$ cat src/rtl/mem_access_unit_pkg.sv
// Shared definitions for the MEM-stage data-memory access unit.
//   - data width, default ack timeout
//   - Funct3 load/store size encodings
//   - FSM state encoding
//   - helpers for access size, alignment and store lane formatting
package mem_access_unit_pkg;

    localparam int DATA_W          = 32;
    localparam int TIMEOUT_DEFAULT = 255;

    // Funct3 encodings shared by loads and stores
    localparam logic [2:0] F3_B  = 3'b000;
    localparam logic [2:0] F3_H  = 3'b001;
    localparam logic [2:0] F3_W  = 3'b010;
    localparam logic [2:0] F3_BU = 3'b100;
    localparam logic [2:0] F3_HU = 3'b101;

    typedef enum logic [1:0] {
        ST_IDLE = 2'd0,
        ST_BUSY = 2'd1,
        ST_DONE = 2'd2
    } mau_state_e;

    typedef enum logic [1:0] {
        SZ_BYTE = 2'd0,
        SZ_HALF = 2'd1,
        SZ_WORD = 2'd2
    } access_size_e;

    // Unrecognised Funct3 values behave as word accesses.
    function automatic access_size_e access_size(input logic [2:0] funct3);
        case (funct3)
            F3_B, F3_BU: return SZ_BYTE;
            F3_H, F3_HU: return SZ_HALF;
            default:     return SZ_WORD;
        endcase
    endfunction

    function automatic logic access_misaligned(input logic [2:0] funct3,
                                               input logic [1:0] offset);
        case (access_size(funct3))
            SZ_HALF: return offset[0];
            SZ_WORD: return offset != 2'b00;
            default: return 1'b0;
        endcase
    endfunction

    function automatic logic [3:0] store_strb(input logic [2:0] funct3,
                                              input logic [1:0] offset);
        case (access_size(funct3))
            SZ_BYTE: return 4'b0001 << offset;
            SZ_HALF: return 4'b0011 << offset;
            default: return 4'b1111;
        endcase
    endfunction

    // Sub-word stores replicate the value across all lanes; the strobe
    // picks which lanes the memory actually writes.
    function automatic logic [DATA_W-1:0] store_wdata(input logic [2:0]        funct3,
                                                      input logic [DATA_W-1:0] data);
        case (access_size(funct3))
            SZ_BYTE: return {4{data[7:0]}};
            SZ_HALF: return {2{data[15:0]}};
            default: return data;
        endcase
    endfunction

endpackage

$ cat src/rtl/mem_access_unit_load_align.sv
// load_align: combinational byte/half extraction and sign/zero extension
// of a read data word.
//   rdata  : raw 32-bit word from data memory
//   offset : address bits [1:0] of the access
//   funct3 : load size/sign (LB, LH, LW, LBU, LHU; others act as LW)
//   data   : aligned, extended result
module load_align
    import mem_access_unit_pkg::*;
(
    input  logic [DATA_W-1:0] rdata,
    input  logic [1:0]        offset,
    input  logic [2:0]        funct3,
    output logic [DATA_W-1:0] data
);

    logic [7:0]               byte_lane;
    logic [15:0]              half_lane;
    logic signed [7:0]        byte_s;
    logic signed [15:0]       half_s;
    logic signed [DATA_W-1:0] byte_sx;
    logic signed [DATA_W-1:0] half_sx;

    always_comb begin
        byte_lane = 8'(rdata >> {offset, 3'b000});
        half_lane = 16'(rdata >> {offset[1], 4'b0000});
        byte_s    = byte_lane;
        half_s    = half_lane;
        byte_sx   = DATA_W'(byte_s);
        half_sx   = DATA_W'(half_s);
        case (funct3)
            F3_B:    data = byte_sx;
            F3_BU:   data = DATA_W'(byte_lane);
            F3_H:    data = half_sx;
            F3_HU:   data = DATA_W'(half_lane);
            default: data = rdata;
        endcase
    end

endmodule

$ cat src/rtl/mem_access_unit.sv
// mem_access_unit: MEM-stage data-memory access controller.
// Issues one bus transaction per load/store held in EX/MEM, stalls the
// front of the pipeline while the transaction is outstanding, and hands
// the write-back value to MEM/WB.
//   clk, rst                : clock, synchronous active-high reset
//   ALURes_in, StoreData_in : address / ALU result and store data
//   Rd_in, Funct3_in        : destination register, access size/sign
//   MemRead_in .. MemtoReg_in : control bits from EX/MEM
//   stall_out               : freezes PC, IF/ID, ID/EX, EX/MEM
//   WBData_out, Rd_out, RegWrite_out : values for MEM/WB
//   dmem_*                  : data-memory request / response bus
//   misalign_out, bus_err_out : one-cycle exception pulses
module mem_access_unit
    import mem_access_unit_pkg::*;
#(
    parameter int TIMEOUT = TIMEOUT_DEFAULT
) (
    input  logic              clk,
    input  logic              rst,
    input  logic [DATA_W-1:0] ALURes_in,
    input  logic [DATA_W-1:0] StoreData_in,
    input  logic [4:0]        Rd_in,
    input  logic [2:0]        Funct3_in,
    input  logic              MemRead_in,
    input  logic              MemWrite_in,
    input  logic              RegWrite_in,
    input  logic              MemtoReg_in,
    output logic              stall_out,
    output logic [DATA_W-1:0] WBData_out,
    output logic [4:0]        Rd_out,
    output logic              RegWrite_out,
    output logic              dmem_req,
    output logic              dmem_we,
    output logic [DATA_W-1:0] dmem_addr,
    output logic [DATA_W-1:0] dmem_wdata,
    output logic [3:0]        dmem_wstrb,
    input  logic [DATA_W-1:0] dmem_rdata,
    input  logic              dmem_ack,
    output logic              misalign_out,
    output logic              bus_err_out
);

    // Abort fires on the BUSY cycle whose count reaches TIMEOUT-1, so the
    // request is held for exactly TIMEOUT cycles.
    localparam logic [7:0] TIMEOUT_CNT = 8'(TIMEOUT - 1);

    mau_state_e        state;
    mau_state_e        next_state;
    logic [7:0]        wait_cnt;
    logic [DATA_W-1:0] load_data;
    logic [DATA_W-1:0] aligned_rdata;
    logic              bus_err_q;
    logic              is_access;
    logic              is_misaligned;
    logic              in_idle;
    logic              in_busy;
    logic              in_done;
    logic              start;
    logic              timeout_hit;

    // EX/MEM is frozen while stalled, so the live offset/Funct3 still
    // describe the outstanding access when the ack arrives.
    load_align u_load_align (
        .rdata  (dmem_rdata),
        .offset (ALURes_in[1:0]),
        .funct3 (Funct3_in),
        .data   (aligned_rdata)
    );

    always_comb begin
        is_access     = MemRead_in | MemWrite_in;
        is_misaligned = access_misaligned(Funct3_in, ALURes_in[1:0]);
        in_idle       = (state == ST_IDLE);
        in_busy       = (state == ST_BUSY);
        in_done       = (state == ST_DONE);
        start         = in_idle && is_access && !is_misaligned;
        timeout_hit   = in_busy && !dmem_ack && (wait_cnt == TIMEOUT_CNT);
    end

    always_ff @(posedge clk) begin
        if (rst) begin
            state <= ST_IDLE;
        end else begin
            state <= next_state;
        end
    end

    always_comb begin
        next_state = state;
        case (state)
            ST_IDLE: if (start) next_state = ST_BUSY;
            ST_BUSY: if (dmem_ack || timeout_hit) next_state = ST_DONE;
            ST_DONE: next_state = ST_IDLE;
            default: next_state = ST_IDLE;
        endcase
    end

    // Bus request registers, wait counter and captured load data
    always_ff @(posedge clk) begin
        if (rst) begin
            dmem_req   <= 1'b0;
            dmem_we    <= 1'b0;
            dmem_addr  <= '0;
            dmem_wdata <= '0;
            dmem_wstrb <= '0;
            load_data  <= '0;
            wait_cnt   <= '0;
            bus_err_q  <= 1'b0;
        end else begin
            bus_err_q <= timeout_hit;
            if (start) begin
                // Both MemRead and MemWrite set is handled as a store.
                dmem_req   <= 1'b1;
                dmem_we    <= MemWrite_in;
                dmem_addr  <= {ALURes_in[DATA_W-1:2], 2'b00};
                dmem_wdata <= MemWrite_in ? store_wdata(Funct3_in, StoreData_in) : '0;
                dmem_wstrb <= MemWrite_in ? store_strb(Funct3_in, ALURes_in[1:0]) : 4'b0000;
                wait_cnt   <= '0;
            end else if (in_busy) begin
                if (dmem_ack) begin
                    load_data  <= aligned_rdata;
                    dmem_req   <= 1'b0;
                    dmem_we    <= 1'b0;
                    dmem_wstrb <= 4'b0000;
                end else if (timeout_hit) begin
                    dmem_req   <= 1'b0;
                    dmem_we    <= 1'b0;
                    dmem_wstrb <= 4'b0000;
                end else begin
                    wait_cnt <= wait_cnt + 8'd1;
                end
            end
        end
    end

    always_comb begin
        stall_out    = !rst && (start || in_busy);
        misalign_out = !rst && in_idle && is_access && is_misaligned;
        bus_err_out  = !rst && bus_err_q;
        WBData_out   = (in_done && MemtoReg_in) ? load_data : ALURes_in;
        Rd_out       = Rd_in;
        RegWrite_out = !rst && RegWrite_in && !stall_out && !misalign_out
                       && !(in_done && bus_err_q);
    end

endmodule

$ cat config.mk
export PLATFORM = sky130hd
export DESIGN_NAME = mem_access_unit
export DESIGN_NICKNAME = d
export VERILOG_FILES = /design/src/rtl/mem_access_unit_pkg.sv /design/src/rtl/mem_access_unit_load_align.sv /design/src/rtl/mem_access_unit.sv
export SDC_FILE = /design/constraint.sdc
export NUM_CORES = 1
export LEC_CHECK = 0
export CAP_MARGIN = 20
export CORE_UTILIZATION = 46
export DETAILED_ROUTE_END_ITERATION = 10
export HOLD_SLACK_MARGIN = 0.05
export PLACE_DENSITY = 0.83
export SETUP_SLACK_MARGIN = 0.15
export SLEW_MARGIN = 25
export SYNTH_ARGS = -nofsm -noshare
export SYNTH_HDL_FRONTEND = slang
export SYNTH_SLANG_ARGS = --single-unit
$ cat constraint.sdc
create_clock -name clk -period 3.4 [get_ports clk]
set_input_delay 0.68 -clock clk [delete_from_list [all_inputs] [get_ports clk]]
set_output_delay 0.68 -clock clk [all_outputs]
set_load 0.02 [all_outputs]
==> results of run 1 <==
[layout by cell type, fill, tap and decap left out, types with 16 or more instances in the layout]
master / count
a21oi_1: 44
a22o_1: 16
clkdlybuf4s50_1: 207
dfxtp_1: 111
mux2_2: 39
mux2i_1: 28
nand2_1: 104
nor2_1: 31
o2bb2ai_1: 21
[final timing paths]
kind,cells after the start,slack [ns],to
worst max-delay path,5,0.26,stall_out
worst min-delay path,2,0.46,dmem_addr[28]
worst max register to register,4,1.40,load_data[4]
worst min register to register,2,0.46,dmem_addr[28]
[cell type report]
type | instances | area [um^2] | area share [%]
Timing Repair Buffer | 221 | 2180 | 28.5
Multi-Input combinational cell | 409 | 2790 | 36.4
Sequential cell | 111 | 2220 | 29.0
Clock inverter | 2 | 35.0 | 0.457
Inverter | 5 | 18.8 | 0.245
Tap cell | 140 | 175 | 2.29
Clock buffer | 11 | 233 | 3.04
[registers in the layout, indices dropped and copies added, names as in the netlist]
signal / cells
load_data: 32
dmem_addr: 30
dmem_wstrb: 4
bus_err_q: 1
dmem_wdata: 32
state: 2
dmem_req: 1
dmem_we: 1
wait_cnt: 8
[per-layer routing]
layer  global-route usage (%)  up-vias
li1                         -     2416
met1                     31.0     2423
met2                     45.7      257
met3                     6.81       44
met4                     14.3        0
met5                        0        -
[cells by family after synthesis]
| logic type | after synthesis | share of synthesized area (%) |
|---|---|---|
| AND/OR/NAND/NOR | 178 | 15.5 |
| AO/OA/AOI/OAI | 151 | 21.3 |
| multiplexers | 69 | 14.3 |
| flip-flops | 111 | 42.1 |
| buffers and inverters | 56 | 5.19 |
| XOR/XNOR | 7 | 1.16 |
| other | 1 | 0.0711 |
| adder cells (fa/ha/maj) | 2 | 0.474 |
[worst min-delay path, cell delays in order, from the launching register on]
cell and delay, ns:
dfxtp_1 0.31, nand2_1 0.05, a21oi_1 0.05
[synthesized netlist by cell type, types with 2 or more instances]
cell type	instances	area share, %
a21oi_1	44	4.2
mux2_2	39	8.3
buf_2	21	2.0
nor4_2	2	0.47
and2_1	7	0.83
a31o_2	4	0.66
buf_1	2	0.14
a211oi_1	9	1.3
nor2_1	31	2.2
a32o_1	2	0.38
buf_4	10	1.4
inv_1	5	0.36
nand3_1	5	0.47
ha_1	2	0.47
o2bb2ai_1	21	3.5
o22ai_1	9	1.1
o221ai_1	12	2.0
xor2_1	2	0.33
a211oi_2	12	2.8
and3_1	2	0.24
nor2b_1	3	0.36
nand3b_1	4	0.57
o211ai_1	2	0.28
nor3_1	3	0.28
o21ai_0	11	1.0
xnor2_1	5	0.83
a21oi_2	2	0.33
clkbuf_1	18	1.3
nand2b_1	7	0.83
dfxtp_1	111	42
nand2_1	104	7.4
mux2i_1	28	5.3
a22o_1	16	2.7
[report_power, final]
group | internal [mW] | switching (mW)
logic | 0.355 | 0.367
registers | 1.37 | 0.0419
clock network | 0.559 | 0.444
total | 2.29 | 0.853
[metrics by stage]
stage,power (mW),worst slack (ns),utilization [%],cells
4_1_cts,3.15,0.266,69.4,899
3_3_place_gp,2.14,0.376,67.0,886
6_report,3.14,0.258,69.4,899
5_1_grt,3.26,0.167,69.4,899
3_5_place_dp,2.16,0.253,67.0,886
2_1_floorplan,1.81,0.955,-,576
==> reports/results.tsv, run 1 <==
stage	metric	value	unit
placed_design	routability congestion estimate	0.960	
synthesis	Async SR Flop Fraction	0	%
die	die area	0.0119	mm^2
die	Initial Util	47.8	%
clocking	Post-CTS Hold Buffers	0	
global_routing	largest net degree at the start of global routing	56	
synthesis	gate count of the mapped netlist	575	
die	core area	0.0110	mm^2
clocking	Clk Latency, worst-skew pair	0.34	ns
placed_design	port bufs	209	
sta	Max Clock Freq	0.318	GHz
drt	Antenna Nets Post-Route	0	
global_routing	global-route wire length before repair	24500	um
synthesis	Synth Register Bits	111	
sta	Final Hold Vio Count	0	
layout	design area	0.00766	mm^2
setup_path	Worst Path Required	2.72	ns
sta	hold_ws	0.456	ns
drt	WL met1	6450	um
clocking	post-CTS setup buffer count	0	
sta	Final Skew	0.00704	ns
sta	measured slew at the worst slew-check pin	0.728	ns
synthesis	post-synthesis sequential area ratio	42.1	%
setup_path	reg2reg start	state[1]	
clocking	CTS Buffer Depth	2	
setup_path	WP data arrival	2.46	ns
global_routing	antenna violations before repair	0	
clocking	CTS tree	done	
clocking	H-Tree Depth	3	
drt	DR WL/cell	18.2	um
setup_path	WP buf/inv	2	
layout	fin nets	870	
synthesis	syn avg cell area	9.18	um^2
synthesis	YS warnings	0	
layout	Layout area overhead	45.1	%
drt	DR top layer	met4	
setup_path	Worst path slowest cell	clkdlybuf4s50_1	
clocking	Clk Tree Root Cell	clkbuf_16	
global_routing	number of global-route vias before repair	4865	
synthesis	EDFF count, synth	0	
sta	Slew headroom	51.3	%
sta	Final min period	3.14	ns
global_routing	Total GRT Usage	26.9	%
layout	layout cells sized above 1	11.7	%
setup_path	crit end category	primary output	
drt	met2 wire length	7720	um
placed_design	post-DP HPWL	12000	um
setup_path	slowest cell delay on critical path	0.62	ns
drt	met3 routed WL	1630	um
die	DIE HEIGHT	109	um
run	Max-Cap Viols	0	
hold_path	worst hold path class	reg -> reg	
die	num ports	222	
sta	Final Cycle Share	92.4	%
sta	RSZ-0062 raised after global routing	false	
sta	Finish-stage setup viols	0	
clocking	CTS resizes	0	
layout	Fillers	851	
drt	Final Routed Wirelength	16400	um
pwr	leak pwr	2.75	nW
setup_path	crit path cell chain	clkdlybuf4s50_1, o21ai_1, o2111ai_2, a21oi_1, clkdlybuf4s50_1	
pwr	PwrDens	410	mW/mm^2
die	Chip Width	109	um
die	site row count	38	
synthesis	Synth cell types	53	
clocking	Num CTS Buffers	9	
layout	Ant. Diodes	0	
setup_path	CP most frequent cell	clkdlybuf4s50_1	
drt	DR iter-0 viols	405	
sta	Slew Limit Fails	0	
setup_path	crit start category	primary input	
run_status	status	finished, final reports clean	
synthesis	Post-Syn Area	0.00528	mm^2
clocking	CTS clock-pin slew for the worst setup and hold paths	0.07	ns
clocking	CTS Sinks	111	
synthesis	Post-synth top flop	dfxtp_1	
sta	setup tns final	0	ns
setup_path	Crit Path Class	in -> out	
drt	vias per cell	5.72	
drt	DRC viols	0	
placed_design	dpl cell area	0.00739	mm^2
drt	first-pass iteration count of the detailed router	5	
hold_path	HP Start	dmem_addr[28]	
setup_path	CP top delay family	buffers and inverters	
pwr	worst vdd ir	0.260	mV
drt	via count	5140	
global_routing	gr ovfl total	0	
setup_path	crit path from	ALURes_in[0]	
setup_path	worst-path fanout max	5	
No activity file was read; power rests on OpenSTA's default activity.
==> run 2: changes to the inputs <==
- CORE_MARGIN: default -> 1.5
==> reports/results.tsv, run 2 (same netlist as run 1, synthesis figures left out) <==
stage	metric	value	unit	change
run_status	status	finished, final reports clean		
sta	Slew headroom	53.6	%	+2.3 points
sta	RSZ-0062 raised after global routing	false		
die	Initial Util	47.8	%	unchanged
layout	fin nets	870		unchanged
pwr	worst vdd ir	0.342	mV	+31%
placed_design	post-DP HPWL	12400	um	+3.8%
sta	Max Clock Freq	0.325	GHz	+2.2%
layout	leading registers by flop count	dmem_wdata: 32 flops, load_data: 32 flops, dmem_addr: 30 flops		
global_routing	largest net degree at the start of global routing	59		+5.4%
clocking	H-Tree Depth	3		unchanged
pwr	PwrDens	416	mW/mm^2	+1.5%
clocking	Clk Tree Root Cell	clkbuf_16		
global_routing	global-route wire length before repair	25600	um	+4.2%
drt	first-pass iteration count of the detailed router	4		-1
setup_path	reg2reg start	state[0]		
global_routing	Total GRT Usage	27.4	%	+0.49 points
run	Max-Cap Viols	0		unchanged
placed_design	total placed cells including tap cells	886		unchanged
global_routing	number of global-route vias before repair	5049		+3.8%
sta	measured slew at the worst slew-check pin	0.696	ns	-0.0316 ns
clocking	CTS resizes	0		unchanged
placed_design	dpl cell area	0.00739	mm^2	unchanged
clocking	post-CTS setup buffer count	0		unchanged
setup_path	Crit path depth	5		unchanged
setup_path	slowest cell delay on critical path	0.56	ns	-0.06 ns
sta	Final Cycle Share	90.4	%	-2.0 points
die	Chip Width	110	um	+0.92%
clocking	Post-CTS Hold Buffers	0		unchanged
die	site row count	38		unchanged
sta	Slew Limit Fails	0		unchanged
layout	commonest cells after routing, fill and taps aside	clkdlybuf4s50_1 (207), dfxtp_1 (111), nand2_1 (104)		
hold_path	WHS Path Cells	2		unchanged
layout	commonest non-fill, non-tap cell in the layout	clkdlybuf4s50_1		
clocking	CTS tree	done		
layout	layout cells sized above 1	12.2	%	+0.49 points
clocking	Num CTS Buffers	9		unchanged
drt	DRC viols	0		unchanged
drt	DR iter-0 viols	305		-25%
drt	Final Routed Wirelength	16800	um	+2.4%
clocking	Clk Latency, worst-skew pair	0.34	ns	about the same
drt	via count	5116		-0.47%
drt	vias per cell	5.68		-0.69%
setup_path	r2r setup slk	1.45	ns	+0.05 ns
layout	Final Non-Filler Cells	901		+0.22%
setup_path	crit start category	primary input		
sta	Final min period	3.07	ns	-0.0683 ns
setup_path	Crit Path Class	in -> out		
clocking	CTS clock-pin slew for the worst setup and hold paths	0.07	ns	about the same
setup_path	Worst Setup EP	WBData_out[26]		
layout	design area	0.00769	mm^2	+0.39%
setup_path	crit path cell chain	clkdlybuf4s50_1, nand3_1, buf_12, mux2_2, clkdlybuf4s50_1		
setup_path	worst-path fanout max	32		+27
hold_path	worst hold path class	reg -> reg		
setup_path	WP buf/inv	3		+1
sta	Final Hold Vio Count	0		unchanged
layout	Fillers	869		+2.1%
clocking	CTS Buffer Depth	2		unchanged
setup_path	crit end category	primary output		
die	num ports	222		unchanged
sta	setup tns final	0	ns	unchanged
layout	Final Util	69.7	%	+0.27 points
die	die area	0.0121	mm^2	+1.8%
sta	Final Skew	0.00775	ns	+0.000714 ns
placed_design	pre-CTS setup slack	0.326	ns	+0.0728 ns
sta	Finish-stage setup viols	0		unchanged
setup_path	CP most frequent cell	clkdlybuf4s50_1		
layout	Layout area overhead	45.7	%	
setup_path	CP top delay family	buffers and inverters		
global_routing	gr ovfl total	0		unchanged
drt	Antenna Nets Post-Route	0		unchanged
drt	DR WL/cell	18.6	um	+2.2%
layout	Ant. Diodes	0		unchanged
global_routing	antenna violations before repair	1		+1
clocking	CTS Sinks	111		unchanged
die	core area	0.0110	mm^2	unchanged
setup_path	Register-to-Register Path Depth	5		+1
setup_path	WP data arrival	2.39	ns	-0.07 ns
die	DIE HEIGHT	110	um	+0.92%
placed_design	port bufs	209		unchanged
sta	worst setup margin	0.326	ns	+0.0683 ns
setup_path	Worst path slowest cell	clkdlybuf4s50_1		
setup_path	crit path from	MemtoReg_in		
placed_design	routability congestion estimate	0.929		-3.3%
pwr	leak pwr	2.77	nW	+0.72%
setup_path	Worst Path Required	2.72	ns	about the same
setup_path	worst r2r dst	load_data[21]		
-- run 2: cell count changes in the layout (fill, tap and decap cells not counted), sizes merged --
| cell | delta |
|---|---|
| clkinv | +2 |
-- run 2: layout make-up --
type | count | area, um^2 | area share (%)
Clock buffer | 11 | 253 | 3.29
Clock inverter | 4 | 45.0 | 0.586
Inverter | 5 | 18.8 | 0.244
Multi-Input combinational cell | 409 | 2790 | 36.3
Sequential cell | 111 | 2220 | 28.9
Tap cell | 140 | 175 | 2.28
Timing Repair Buffer | 221 | 2180 | 28.4
-- run 2: layer usage --
layer  wire [um]  track usage (%)
met5          19                0
met2        8120             49.3
met1        6650             30.7
met4         434             10.6
met3        1570             7.47
-- run 2: worst min path at each step --
stage,slack [ns],startpoint,endpoint
global placement,0.44,dmem_addr[15],dmem_addr[15]
floorplan,0.43,load_data[0],load_data[0]
CTS,0.46,dmem_addr[18],dmem_addr[18]
finish,0.46,dmem_addr[18],dmem_addr[18]
global route,0.48,load_data[13],load_data[13]
detailed placement,0.45,dmem_wdata[18],dmem_wdata[18]
-- run 2: power breakdown --
part / internal, mW / total, mW / switching [mW]
clock: 0.604 / 1.06 / 0.457
sequential: 1.37 / 1.42 / 0.0436
combinational: 0.355 / 0.722 / 0.367
-- run 2: tightest hold or removal path, stage by stage (launching register included) --
cell     delay, ns
dfxtp_1       0.31
nand2_1       0.05
a21oi_1       0.05
-- run 2: through the flow --
| step | hold slack [ns] | power, mW |
|---|---|---|
| global route | 0.479 | 3.32 |
| CTS | 0.459 | 3.21 |
| finish | 0.456 | 3.20 |
| detailed placement | 0.448 | 2.16 |
| global placement | 0.442 | 2.14 |
| floorplan | 0.429 | 1.81 |
==> run 3: changes to the inputs <==
- CORE_UTILIZATION: 46 -> 45
- PLACE_DENSITY: 0.83 -> 0.81
==> reports/results.tsv, run 3 (same netlist as run 1, synthesis figures left out) <==
stage	metric	value	unit	change
run_status	status	finished, final reports clean		
global_routing	largest net degree at the start of global routing	60		+1.7%
global_routing	antenna violations before repair	0		-1
clocking	Num CTS Buffers	9		unchanged
sta	measured slew at the worst slew-check pin	0.699	ns	+0.00298 ns
pwr	worst vdd ir	0.238	mV	-30%
hold_path	worst hold path class	reg -> reg		
hold_path	WHS Path Cells	2		unchanged
sta	Max Clock Freq	0.322	GHz	-1.1%
drt	Final Routed Wirelength	17100	um	+2.0%
drt	DR iter-0 viols	344		+13%
layout	commonest cells after routing, fill and taps aside	clkdlybuf4s50_1 (207), dfxtp_1 (111), nand2_1 (104)		
global_routing	number of global-route vias before repair	5086		+0.73%
drt	Antenna Nets Post-Route	0		unchanged
clocking	Clk Tree Root Cell	clkbuf_16		
layout	fin nets	870		unchanged
die	core area	0.0114	mm^2	+3.5%
layout	area of the multi-input gates	0.00279	mm^2	unchanged
clocking	Clk Latency, worst-skew pair	0.34	ns	about the same
clocking	CTS clock-pin slew for the worst setup and hold paths	0.07	ns	about the same
sta	hold_ws	0.457	ns	+0.000771 ns
layout	leading registers by flop count	dmem_wdata: 32 flops, load_data: 32 flops, dmem_addr: 30 flops		
pwr	PwrDens	418	mW/mm^2	+0.61%
setup_path	Crit Path Class	in -> out		
clocking	CTS Buffer Depth	2		unchanged
layout	Fillers	941		+8.3%
layout	Register Area	0.00222	mm^2	unchanged
setup_path	Register-to-Register Path Depth	5		unchanged
hold_path	Hold Path End	dmem_addr[27]		
clocking	CTS resizes	0		unchanged
setup_path	reg2reg start	wait_cnt[1]		
placed_design	routability congestion estimate	0.920		-0.93%
sta	RSZ-0062 raised after global routing	false		
setup_path	worst-path fanout max	4		-88%
sta	Final Cycle Share	91.4	%	+1.0 points
drt	DR WL/cell	18.9	um	+1.6%
drt	DRC viols	0		unchanged
clocking	CTS tree	done		
sta	Slew headroom	53.4	%	-0.20 points
sta	setup tns final	0	ns	unchanged
hold_path	HP Start	dmem_addr[27]		
pwr	leak pwr	2.77	nW	+0.16%
sta	Final min period	3.11	ns	+0.0346 ns
clocking	post-CTS setup buffer count	0		unchanged
clocking	CTS Sinks	111		unchanged
setup_path	Worst Path Required	2.72	ns	about the same
sta	Final Hold Vio Count	0		unchanged
sta	Finish-stage setup viols	0		unchanged
run	Max-Cap Viols	0		unchanged
drt	vias per cell	5.63		-0.91%
die	Chip Width	111	um	+1.1%
setup_path	r2r setup slk	1.39	ns	-0.06 ns
layout	Final Util	67.5	%	-2.2 points
placed_design	port bufs	209		unchanged
layout	layout cells sized above 1	12.2	%	-0.016 points
sta	Final Skew	0.00514	ns	-0.00262 ns
layout	commonest non-fill, non-tap cell in the layout	clkdlybuf4s50_1		
setup_path	crit end category	primary output		
placed_design	post-DP HPWL	12600	um	+1.2%
die	site row count	39		+2.6%
clocking	Post-CTS Hold Buffers	0		unchanged
setup_path	crit start category	primary input		
die	die area	0.0124	mm^2	+2.2%
layout	Ant. Diodes	0		unchanged
sta	Slew Limit Fails	0		unchanged
die	num ports	222		unchanged
setup_path	WP data arrival	2.43	ns	+0.04 ns
global_routing	Total GRT Usage	26.6	%	-0.77 points
die	DIE HEIGHT	111	um	+1.1%
drt	first-pass iteration count of the detailed router	5		+1
global_routing	gr ovfl total	0		unchanged
global_routing	global-route wire length before repair	26500	um	+3.7%
drt	via count	5092		-0.47%
setup_path	worst r2r dst	dmem_wstrb[3]		
layout	Layout area overhead	46.0	%	
die	Initial Util	46.2	%	-1.6 points
clocking	H-Tree Depth	3		unchanged
## run 3: how the worst max path moves through the flow
stage                             from        end  slack (ns)  cells after the start
after floorplan           Funct3_in[0]  stall_out        0.96                      5
after global placement    ALURes_in[1]  stall_out        0.33                      5
after detailed placement  ALURes_in[1]  stall_out        0.27                      5
after CTS                 ALURes_in[1]  stall_out        0.27                      5
after global routing      ALURes_in[1]  stall_out        0.22                      5
final                     ALURes_in[1]  stall_out        0.29                      5
## run 3: through the flow
stage / area (um^2) / setup WS, ns / total power, mW / std cells
detailed placement: 7400 / 0.273 / 2.16 / 889
CTS: 7710 / 0.273 / 3.24 / 905
global route: 7710 / 0.225 / 3.35 / 905
global placement: 7400 / 0.327 / 2.15 / 889
finish: 7710 / 0.291 / 3.22 / 905
floorplan: 5280 / 0.955 / 1.81 / 576
## run 3: where the power goes
part           switching, mW  internal (mW)
clock network          0.454          0.630
registers             0.0435           1.37
logic                  0.370          0.355
total                  0.868           2.36
## run 3: cell type report
cell class / instances / share of cell area, %
multi-input cells: 409 / 36.2
repair buffers: 221 / 28.3
flip-flops and latches: 111 / 28.8
well taps: 143 / 2.32
clock buffers: 13 / 3.51
inverters: 5 / 0.244
clock inverters: 3 / 0.520
## run 3: critical path, cell delays in order
cell	delay (ns)
clkdlybuf4s50_1	0.49
o21ai_1	0.31
o2111ai_2	0.17
a21oi_1	0.16
clkdlybuf4s50_1	0.62
## run 3: routing by layer
| metal | share of wire [%] | up-vias | global-route usage (%) |
|---|---|---|---|
| li1 | - | 2423 | - |
| met3 | 8.1 | 37 | 6.83 |
| met4 | 3.2 | 0 | 11.4 |
| met1 | 40 | 2397 | 31.2 |
| met5 | 0 | - | 0 |
| met2 | 48 | 235 | 45.9 |
